File: src/rtl/mux_l2_pkg.sv
// Shared defaults, constants and types for the two-lane interleaving transmitter.
package mux_l2_pkg;

  localparam int unsigned WIDTH_DEFAULT      = 8;
  localparam int unsigned IDLE_PAIRS_DEFAULT = 4;

  // Byte driven whenever the emitted lane is not valid
  localparam logic [7:0] IDLE_BYTE = 8'h00;

  typedef enum logic {
    PhCapture = 1'b0,
    PhEmit    = 1'b1
  } phase_e;

endpackage

File: src/rtl/idle_detector.sv
// Saturating count of consecutive all-invalid pairs; idle is flagged once the count saturates.
module idle_detector
  import mux_l2_pkg::*;
#(
  parameter int unsigned IDLE_PAIRS = IDLE_PAIRS_DEFAULT
) (
  input  logic clk_4f,
  input  logic reset,
  input  logic strobe,
  input  logic active,
  output logic idle
);

  localparam int unsigned CntW = $clog2(IDLE_PAIRS + 1);
  localparam logic [CntW-1:0] CntMax = CntW'(IDLE_PAIRS);

  logic [CntW-1:0] ic_q;
  logic [CntW-1:0] ic_d;

  always_comb begin
    ic_d = ic_q;
    if (active) begin
      ic_d = '0;
    end else if (ic_q != CntMax) begin
      ic_d = ic_q + 1'b1;
    end
  end

  // Counter and flag only move on the capture edge; held otherwise
  always_ff @(posedge clk_4f) begin
    if (!reset) begin
      ic_q <= CntMax;
      idle <= 1'b1;
    end else if (strobe) begin
      ic_q <= ic_d;
      idle <= (ic_d == CntMax);
    end
  end

endmodule

File: src/rtl/mux_l2_tx.sv
// Two-lane to one-stream interleaver: lane 0 emitted on the capture edge, lane 1 one edge later.
module mux_l2_tx
  import mux_l2_pkg::*;
#(
  parameter int unsigned WIDTH      = WIDTH_DEFAULT,
  parameter int unsigned IDLE_PAIRS = IDLE_PAIRS_DEFAULT
) (
  input  logic             clk_4f,
  input  logic             reset,
  input  logic [WIDTH-1:0] data_in0,
  input  logic             valid_in0,
  input  logic [WIDTH-1:0] data_in1,
  input  logic             valid_in1,
  output logic [WIDTH-1:0] data_out,
  output logic             valid_out,
  output logic             lane_out,
  output logic             idle_out
);

  localparam logic [WIDTH-1:0] IdleWord = WIDTH'(IDLE_BYTE);

  phase_e           phase_q;
  logic [WIDTH-1:0] hold1_data_q;
  logic             hold1_valid_q;
  logic             capture;

  assign capture = (phase_q == PhCapture);

  always_ff @(posedge clk_4f) begin
    if (!reset) begin
      phase_q       <= PhCapture;
      data_out      <= IdleWord;
      valid_out     <= 1'b0;
      lane_out      <= 1'b0;
      hold1_data_q  <= '0;
      hold1_valid_q <= 1'b0;
    end else begin
      unique case (phase_q)
        PhCapture: begin
          phase_q       <= PhEmit;
          data_out      <= valid_in0 ? data_in0 : IdleWord;
          valid_out     <= valid_in0;
          lane_out      <= 1'b0;
          hold1_data_q  <= data_in1;
          hold1_valid_q <= valid_in1;
        end
        PhEmit: begin
          phase_q   <= PhCapture;
          data_out  <= hold1_valid_q ? hold1_data_q : IdleWord;
          valid_out <= hold1_valid_q;
          lane_out  <= 1'b1;
        end
        default: phase_q <= PhCapture;
      endcase
    end
  end

  idle_detector #(
    .IDLE_PAIRS (IDLE_PAIRS)
  ) u_idle_detector (
    .clk_4f (clk_4f),
    .reset  (reset),
    .strobe (capture),
    .active (valid_in0 | valid_in1),
    .idle   (idle_out)
  );

endmodule

File: config.mk
export PLATFORM = sky130hd
export DESIGN_NAME = mux_l2_tx
export DESIGN_NICKNAME = d
export VERILOG_FILES = /design/src/rtl/mux_l2_pkg.sv /design/src/rtl/idle_detector.sv /design/src/rtl/mux_l2_tx.sv
export SDC_FILE = /design/constraint.sdc
export NUM_CORES = 1
export LEC_CHECK = 0
export BUFFER_PORTS_ARGS = -buffer_cell sky130_fd_sc_hd__buf_2
export CAP_MARGIN = 20
export CORE_UTILIZATION = 53
export CTS_CLUSTER_DIAMETER = 200
export DETAILED_ROUTE_END_ITERATION = 10
export PLACE_DENSITY = 0.88
export SLEW_MARGIN = 20
export SYNTH_ARGS = -nofsm -noshare
export SYNTH_HDL_FRONTEND = slang
export SYNTH_HIERARCHICAL = 1
export SYNTH_SLANG_ARGS = --single-unit
File: constraint.sdc
create_clock -name clk_4f -period 2.9 [get_ports clk_4f]
set_input_delay 0.58 -clock clk_4f [delete_from_list [all_inputs] [get_ports clk_4f]]
set_output_delay 0.58 -clock clk_4f [all_outputs]
set_load 0.02 [all_outputs]
==> results of run 1 <==
==> cell usage after synthesis (2+ instances only) <==
library cell  count
a21boi_2          2
o21ai_1           2
nand2_1          16
nand3b_1          3
a21oi_1           2
nor2b_1          10
inv_1             4
buf_6             2
o22ai_2           7
nand2b_4          2
buf_2             2
o21ai_0           4
dfxtp_1          24
ha_1              2
and2_1            2
mux2i_1           8
==> power groups by stage <==
stage	sequential (W)	combinational (W)	clock (W)
floorplan	0.000374	0.0000647	0
global placement	0.000369	0.0000881	0
detailed placement	0.000371	0.0000904	0
CTS	0.000363	0.0000908	0.000176
global route	0.000366	0.0000984	0.000187
finish	0.000363	0.0000900	0.000169
==> routing by layer <==
layer,global-route usage [%],vias up,part of all wire (%)
li1,-,404,-
met1,21.16,366,45
met3,3.462,2,3.9
met5,0,-,0
met4,10.86,0,0.79
met2,28.33,16,50
==> registers in the layout, indices dropped and copies added, names as in the netlist <==
register,flops
data_out,8
hold1_data_q,8
hold1_valid_q,1
lane_out,1
phase_q,1
u_idle_detector/ic_q,3
u_idle_detector/idle,1
valid_out,1
==> critical path, cell delays in order, from the launching register on <==
cell and delay [ns]:
dfxtp_1 0.80, inv_1 0.28, and4_1 0.23, o21a_1 0.16
==> path summary, 6_finish.rpt <==
path,startpoint,end,slack (ns),cells after the start
max reg2reg,phase_q,u_idle_detector/ic_q[0],1.33,3
min reg2reg,hold1_data_q[5],data_out[5],0.48,2
min,hold1_data_q[5],data_out[5],0.48,2
max,phase_q,u_idle_detector/ic_q[0],1.33,3
==> per-stage QoR <==
step | cell area (sq um) | worst slack [ns] | std cells | utilization (%)
2_1_floorplan | 1081 | 1.564 | 103 | -
3_3_place_gp | 1202 | 1.388 | 152 | 66.05
3_5_place_dp | 1202 | 1.367 | 152 | 66.05
4_1_cts | 1239 | 1.336 | 156 | 68.04
5_1_grt | 1239 | 1.228 | 156 | 68.04
6_report | 1239 | 1.326 | 156 | 68.04
==> logic make-up (layout without fill, tap and decap cells) <==
family / count (synthesis) / after routing
flops: 24 / 24
fa+ha+maj: 2 / 2
compound gates: 21 / 21
mux: 8 / 8
buf+inv: 10 / 38
simple gates: 38 / 38
==> cell type report <==
class                           instances  area share, %
Multi-Input combinational cell         69          42.42
Sequential cell                        24          38.79
Timing Repair Buffer                   30          12.12
Clock buffer                            4          2.929
Tap cell                               25          2.525
Inverter                                4          1.212
==> metrics.json, run 1 <==
{
  "outcome": {"value": "complete, no violations"},
  "total_via_count_after_detailed_routing": {"value": 788},
  "wire_length_of_the_first_global_routing_pass": {"value": 2704, "unit": "microns"},
  "synth.yosys.seq_area_share": {"value": 44.44, "unit": "%"},
  "min_period_over_period": {"value": 54.29, "unit": "%"},
  "slew_violations": {"value": 0},
  "placement.io_buffers": {"value": 30},
  "mostFrequentLayoutCell": {"value": "buf_2"},
  "clkPwrFrac": {"value": 27.2, "unit": "%"},
  "synth_area_leader_cell": {"value": "dfxtp_1"},
  "placementRows": {"value": 15},
  "crit_path_end_kind": {"value": "flop"},
  "global_route.overflow_total": {"value": 0},
  "routabilityCongestion": {"value": 0.7472},
  "nFillCells": {"value": 161},
  "synth_enable_flop_cells": {"value": 0},
  "floorplan.core_area": {"value": 0.001821, "unit": "sq mm"},
  "net_switching_power": {"value": 0.0001539, "unit": "W"},
  "post_synth.cell_area_avg": {"value": 10.50, "unit": "sq um"},
  "maximum_level_of_the_cts_h_tree": {"value": 1},
  "syn_inst": {"value": 103},
  "post_synthesis_sequential_element_count": {"value": 24},
  "maxSlewHeadroom": {"value": 52.81, "unit": "%"},
  "clkTransAtPathRegs": {"value": 0.12, "unit": "ns"},
  "total_routing_usage_reported_by_global_routing": {"value": 17.47, "unit": "%"},
  "design.die.area": {"value": 0.002224, "unit": "sq mm"},
  "antenna_violations_before_repair": {"value": 0},
  "finalHoldWorstSlack": {"value": 0.4833, "unit": "ns"},
  "switching_share": {"value": 24.72, "unit": "%"},
  "grt_start_max_net_pins": {"value": 34},
  "dieWidth": {"value": 47.16, "unit": "microns"},
  "yosys.cell_types.count": {"value": 27},
  "initialDrtViolationCount": {"value": 4},
  "share_comb_of_total_power": {"value": 14.5, "unit": "%"},
  "fin_crit": {"value": 1.574, "unit": "ns"},
  "cts_buffer_depth": {"value": 2},
  "fraction_of_the_mapped_netlist_area_in_adder_cells": {"value": 2.315, "unit": "%"},
  "grt_pass1_vias": {"value": 647},
  "clock_sink_count": {"value": 24},
  "fmax": {"value": 635.2, "unit": "MHz"},
  "sequential_cell_area": {"value": 480.5, "unit": "sq um"},
  "layout-drive-gt1-share": {"value": 37.40, "unit": "%"},
  "layout_common_cells": {"value": "buf_2, dfxtp_1, nand2_1, nor2b_1, mux2i_1"},
  "ctsRootBufferMaster": {"value": "clkbuf_4"},
  "finalSetupViolCount": {"value": 0},
  "yosysTopAreaCellShare": {"value": 44.44, "unit": "%"},
  "clk_latency": {"value": 0.30, "unit": "ns"},
  "hold_fails_final_rpt": {"value": 0},
  "post-cts-setup-buffers": {"value": 0},
  "worst_clock_skew": {"value": 0.002110, "unit": "ns"},
  "synth-main-ff-cell": {"value": "dfxtp_1"},
  "die_h": {"value": 47.16, "unit": "microns"},
  "synth_area_in_compound_gates": {"value": 17.36, "unit": "%"},
  "main_combinational_cell_family_by_area_after_synthesis": {"value": "simple AND/OR/NAND/NOR gates"},
  "io_pins": {"value": 31},
  "synthXorXnorAreaFrac": {"value": 0, "unit": "%"},
  "detail_route.vias_per_cell": {"value": 5.051},
  "synth.area.top_cells": {"value": "dfxtp_1, o22ai_2, mux2i_1"},
  "synth.cell_area": {"value": 0.001081, "unit": "sq mm"},
  "worst_ep_arrival_time": {"value": 1.79, "unit": "ns"},
  "cts-buffers-inserted": {"value": 3},
  "totalWireLength": {"value": 1891, "unit": "microns"},
  "intPower": {"value": 0.0004686, "unit": "W"},
  "sequential_cell_fraction_of_total_power": {"value": 58.3, "unit": "%"},
  "drcViolationCount": {"value": 0},
  "initial_utilization": {"value": 59.38, "unit": "%"},
  "power.density_cell_area": {"value": 502.6, "unit": "mW/mm^2"},
  "crit_path_max_fanout": {"value": 15},
  "drtPass1Iterations": {"value": 4},
  "tritoncts": {"value": "yes"},
  "rsz0062_at_grt": {"value": "no"},
  "power.total": {"value": 0.0006225, "unit": "W"},
  "share_of_synthesized_cell_area_in_and_or_nand_and_nor_gates": {"value": 21.53, "unit": "%"},
  "antenna_cells_inserted": {"value": 0},
  "worst_setup_path_start_kind": {"value": "flop"},
  "vdd_ir_max": {"value": 0.3442, "unit": "mV"},
  "post_cts_resize_count": {"value": 0},
  "route.antenna.remaining_nets": {"value": 0},
  "ctsHoldBuffers": {"value": 0},
  "setup_total_negative_slack": {"value": 0, "unit": "ns"},
  "wl_per_cell": {"value": 12.12, "unit": "microns"},
  "synth.mux.area_fraction": {"value": 7.407, "unit": "%"},
  "worst-setup-path-type": {"value": "reg -> reg"},
  "post-dp-hpwl": {"value": 1387, "unit": "microns"},
  "leakagePower": {"value": 0.5577, "unit": "nW"},
  "multi_input_comb_area": {"value": 525.5, "unit": "sq um"},
  "final_nets": {"value": 154},
  "timing_worst_slew_pin_value": {"value": 0.7069, "unit": "ns"},
  "max_cap_viols": {"value": 0},
  "synthesis.yosys.warnings": {"value": 6},
  "hold_class": {"value": "reg -> reg"},
  "mappedNetlistNets": {"value": 125},
  "asr_flop_ratio_synth": {"value": 0, "unit": "%"},
  "worst_path_required_time": {"value": 3.11, "unit": "ns"},
  "syn_to_final_growth": {"value": 14.58, "unit": "%"}
}
No activity file was read; power rests on OpenSTA's default activity.
==> run 2: changes to the inputs <==
Settings changed: CORE_UTILIZATION 53 to 50, PLACE_DENSITY 0.88 to 0.84.
Clock period 2.9 ns to 1.5 ns, I/O delays scaled along.
==> run 2 against run 1 <==
Combinational power increased by 110%. Non-clock buffer count rose by 2. Clock skew increased by 0.0061 ns. Core utilization fell by 6.0 points. Sequential share of layout area fell by 0.12 points. Flip-flop and latch count stayed put. Worst setup slack worse by 1.1 ns. Design area rose by 0.30%. Sequential power increased by 92%. Count of clock-buffer cells in the layout fell by 1. Die area rose by 5.8%. Highest routed layer unchanged.
==> metrics.json, run 2 (same netlist as run 1, synthesis figures left out) <==
{
  "route.antenna.remaining_nets": {"value": 0, "change": "unchanged"},
  "dieWidth": {"value": 48.50, "unit": "microns", "change": "+2.8%"},
  "slew_violations": {"value": 0, "change": "unchanged"},
  "crit_path_max_fanout": {"value": 4, "change": "-11"},
  "fmax": {"value": 778.9, "unit": "MHz", "change": "+23%"},
  "crit_chain": {"value": "inv_1 -> ha_1 -> nand3b_1 -> a21boi_0 -> o21ai_0"},
  "final_nets": {"value": 156, "change": "+1.3%"},
  "net_switching_power": {"value": 0.0002910, "unit": "W", "change": "+89%"},
  "placementRows": {"value": 16, "change": "+1"},
  "clk_latency": {"value": 0.31, "unit": "ns", "change": "about the same"},
  "finalSetupViolCount": {"value": 0, "change": "unchanged"},
  "vdd_ir_max": {"value": 0.6203, "unit": "mV", "change": "+80%"},
  "post-cts-setup-buffers": {"value": 0, "change": "unchanged"},
  "worst_ep_arrival_time": {"value": 1.47, "unit": "ns", "change": "-0.32 ns"},
  "routabilityCongestion": {"value": 0.7018, "change": "-6.1%"},
  "post-dp-hpwl": {"value": 1358, "unit": "microns", "change": "-2.1%"},
  "maxSlewHeadroom": {"value": 67.04, "unit": "%", "change": "+14 points"},
  "layout-drive-gt1-share": {"value": 37.88, "unit": "%", "change": "+0.47 points"},
  "global_route.overflow_total": {"value": 0, "change": "unchanged"},
  "worst_path_largest_cell_delay": {"value": 0.41, "unit": "ns", "change": "-0.39 ns"},
  "maximum_level_of_the_cts_h_tree": {"value": 1, "change": "unchanged"},
  "ctsRootBufferMaster": {"value": "clkbuf_4"},
  "antenna_violations_before_repair": {"value": 0, "change": "unchanged"},
  "crit_path_end_kind": {"value": "flop"},
  "clkPwrFrac": {"value": 23.2, "unit": "%", "change": "-4.0 points"},
  "grt_start_max_net_pins": {"value": 34, "change": "unchanged"},
  "reg2reg_depth": {"value": 5, "change": "+2"},
  "fin_crit": {"value": 1.284, "unit": "ns", "change": "-0.2906 ns"},
  "share_comb_of_total_power": {"value": 16.2, "unit": "%", "change": "+1.7 points"},
  "worst-setup-path-type": {"value": "reg -> reg"},
  "tritoncts": {"value": "yes"},
  "drcViolationCount": {"value": 0, "change": "unchanged"},
  "layout_common_cells": {"value": "buf_2, dfxtp_1, nand2_1, nor2b_1, mux2i_1"},
  "total_via_count_after_detailed_routing": {"value": 775, "change": "-1.6%"},
  "place_inst": {"value": 156, "change": "+2.6%"},
  "initial_utilization": {"value": 54.00, "unit": "%", "change": "-5.4 points"},
  "postPlaceCellArea": {"value": 0.001220, "unit": "sq mm", "change": "+1.5%"},
  "switching_share": {"value": 25.37, "unit": "%", "change": "+0.66 points"},
  "total_routing_usage_reported_by_global_routing": {"value": 17.01, "unit": "%", "change": "-0.46 points"},
  "wl_per_cell": {"value": 11.61, "unit": "microns", "change": "-4.2%"},
  "hold_fails_final_rpt": {"value": 0, "change": "unchanged"},
  "placement.io_buffers": {"value": 30, "change": "unchanged"},
  "max_cap_viols": {"value": 0, "change": "unchanged"},
  "min_period_over_period": {"value": 85.59, "unit": "%", "change": "+31 points"},
  "grt_pass1_vias": {"value": 749, "change": "+16%"},
  "cp_num_buf_inv": {"value": 1, "change": "unchanged"},
  "worst_clock_skew": {"value": 0.008179, "unit": "ns", "change": "+0.006069 ns"},
  "outcome": {"value": "complete, no violations"},
  "holdPathStages": {"value": 3, "change": "+1"},
  "io_pins": {"value": 31, "change": "unchanged"},
  "rsz0062_at_grt": {"value": "no"},
  "cts_buffer_depth": {"value": 2, "change": "unchanged"},
  "worst_path_required_time": {"value": 1.68, "unit": "ns", "change": "-1.43 ns"},
  "post_cts_resize_count": {"value": 0, "change": "unchanged"},
  "syn_to_final_growth": {"value": 14.93, "unit": "%"},
  "timing_worst_slew_pin_value": {"value": 0.4944, "unit": "ns", "change": "-0.2125 ns"},
  "drtPass1Iterations": {"value": 4, "change": "unchanged"},
  "critPathTopFamily": {"value": "flip-flops"},
  "totalWireLength": {"value": 1846, "unit": "microns", "change": "-2.4%"},
  "leakagePower": {"value": 0.5606, "unit": "nW", "change": "+0.51%"},
  "design.die.area": {"value": 0.002352, "unit": "sq mm", "change": "+5.8%"},
  "largest_registers_ranked_by_flip_flop_count": {"value": "data_out (8), hold1_data_q (8), u_idle_detector/ic_q (3)"},
  "detail_route.vias_per_cell": {"value": 4.874, "change": "-3.5%"},
  "cts-buffers-inserted": {"value": 3, "change": "unchanged"},
  "die_h": {"value": 48.50, "unit": "microns", "change": "+2.8%"},
  "antenna_cells_inserted": {"value": 0, "change": "unchanged"},
  "clkTransAtPathRegs": {"value": 0.12, "unit": "ns", "change": "about the same"},
  "wire_length_of_the_first_global_routing_pass": {"value": 3077, "unit": "microns", "change": "+14%"},
  "sequential_cell_fraction_of_total_power": {"value": 60.7, "unit": "%", "change": "+2.4 points"},
  "mostFrequentLayoutCell": {"value": "buf_2"},
  "hold_class": {"value": "in -> reg"},
  "final-instance-count-excl-fill": {"value": 159, "change": "+1.9%"},
  "floorplan.core_area": {"value": 0.002002, "unit": "sq mm", "change": "+10%"},
  "clock_sink_count": {"value": 24, "change": "unchanged"},
  "ctsHoldBuffers": {"value": 0, "change": "unchanged"},
  "initialDrtViolationCount": {"value": 6, "change": "+2"},
  "intPower": {"value": 0.0008559, "unit": "W", "change": "+83%"},
  "cp_slowest_cell": {"value": "dfxtp_1"},
  "power.density_cell_area": {"value": 923.1, "unit": "mW/mm^2", "change": "+84%"},
  "worst_setup_path_start_kind": {"value": "flop"},
  "setup_total_negative_slack": {"value": 0, "unit": "ns", "change": "unchanged"},
  "cp.depth": {"value": 5, "change": "+2"},
  "finalInstanceArea": {"value": 0.001242, "unit": "sq mm", "change": "+0.30%"},
  "nFillCells": {"value": 171, "change": "+6.2%"}
}
run 2: cell types whose count changed in the layout (fill, tap and decap cells not counted):
cell      previous run  this run
buf_4                0         2
clkbuf_8             1         0
run 2: tightest hold or removal path: cells and delay by family:
| kind | cells | cell delay (ns) |
|---|---|---|
| and+or+nand+nor | 1 | 0.09 |
| buffers and inverters | 1 | 0.08 |
| muxes | 1 | 0.05 |
run 2: final cells by class:
cell class | instances | area [sq um] | share of cell area, %
multi-input combinational | 69 | 525.5 | 42.30
tap | 27 | 33.78 | 2.719
timing repair buffer | 32 | 165.2 | 13.29
clock buffer | 3 | 22.52 | 1.813
inverter | 4 | 15.01 | 1.208
sequential | 24 | 480.5 | 38.67
run 2: per-layer routing:
| metal | vias up | track usage (%) | wire (microns) |
|---|---|---|---|
| met2 | 25 | 31.46 | 881 |
| met5 | - | 0 | 0 |
| li1 | 405 | - | - |
| met4 | 0 | 2.941 | 10 |
| met1 | 343 | 19.09 | 845 |
| met3 | 2 | 5.660 | 109 |
run 2: stage by stage:
step	power, W	hold slack, ns	utilization (%)	setup WS, ns
final	0.001147	0.2387	62.06	0.2162
after global routing	0.001207	0.2319	62.06	0.06075
after CTS	0.001159	0.2351	62.06	0.2255
after detailed placement	0.0008968	0.4611	60.94	0.2445
after global placement	0.0008885	0.4537	60.94	0.2895
after floorplan	0.0008482	0.3762	-	0.3813
run 2: power by group through the flow:
stage,clock network [W],registers [W],logic [W]
after floorplan,0,0.000723,0.000125
after CTS,0.000276,0.000696,0.000186
after detailed placement,0,0.000711,0.000186
after global placement,0,0.000708,0.000180
final,0.000266,0.000696,0.000185
after global routing,0.000304,0.000700,0.000203
run 2: worst paths after layout:
check	from	end	slack [ns]
setup / recovery	u_idle_detector/ic_q[0]	u_idle_detector/ic_q[2]	0.22
hold / removal	data_in1[7]	hold1_data_q[7]	0.24
setup reg to reg	u_idle_detector/ic_q[0]	u_idle_detector/ic_q[2]	0.22
hold reg to reg	hold1_data_q[5]	data_out[5]	0.47
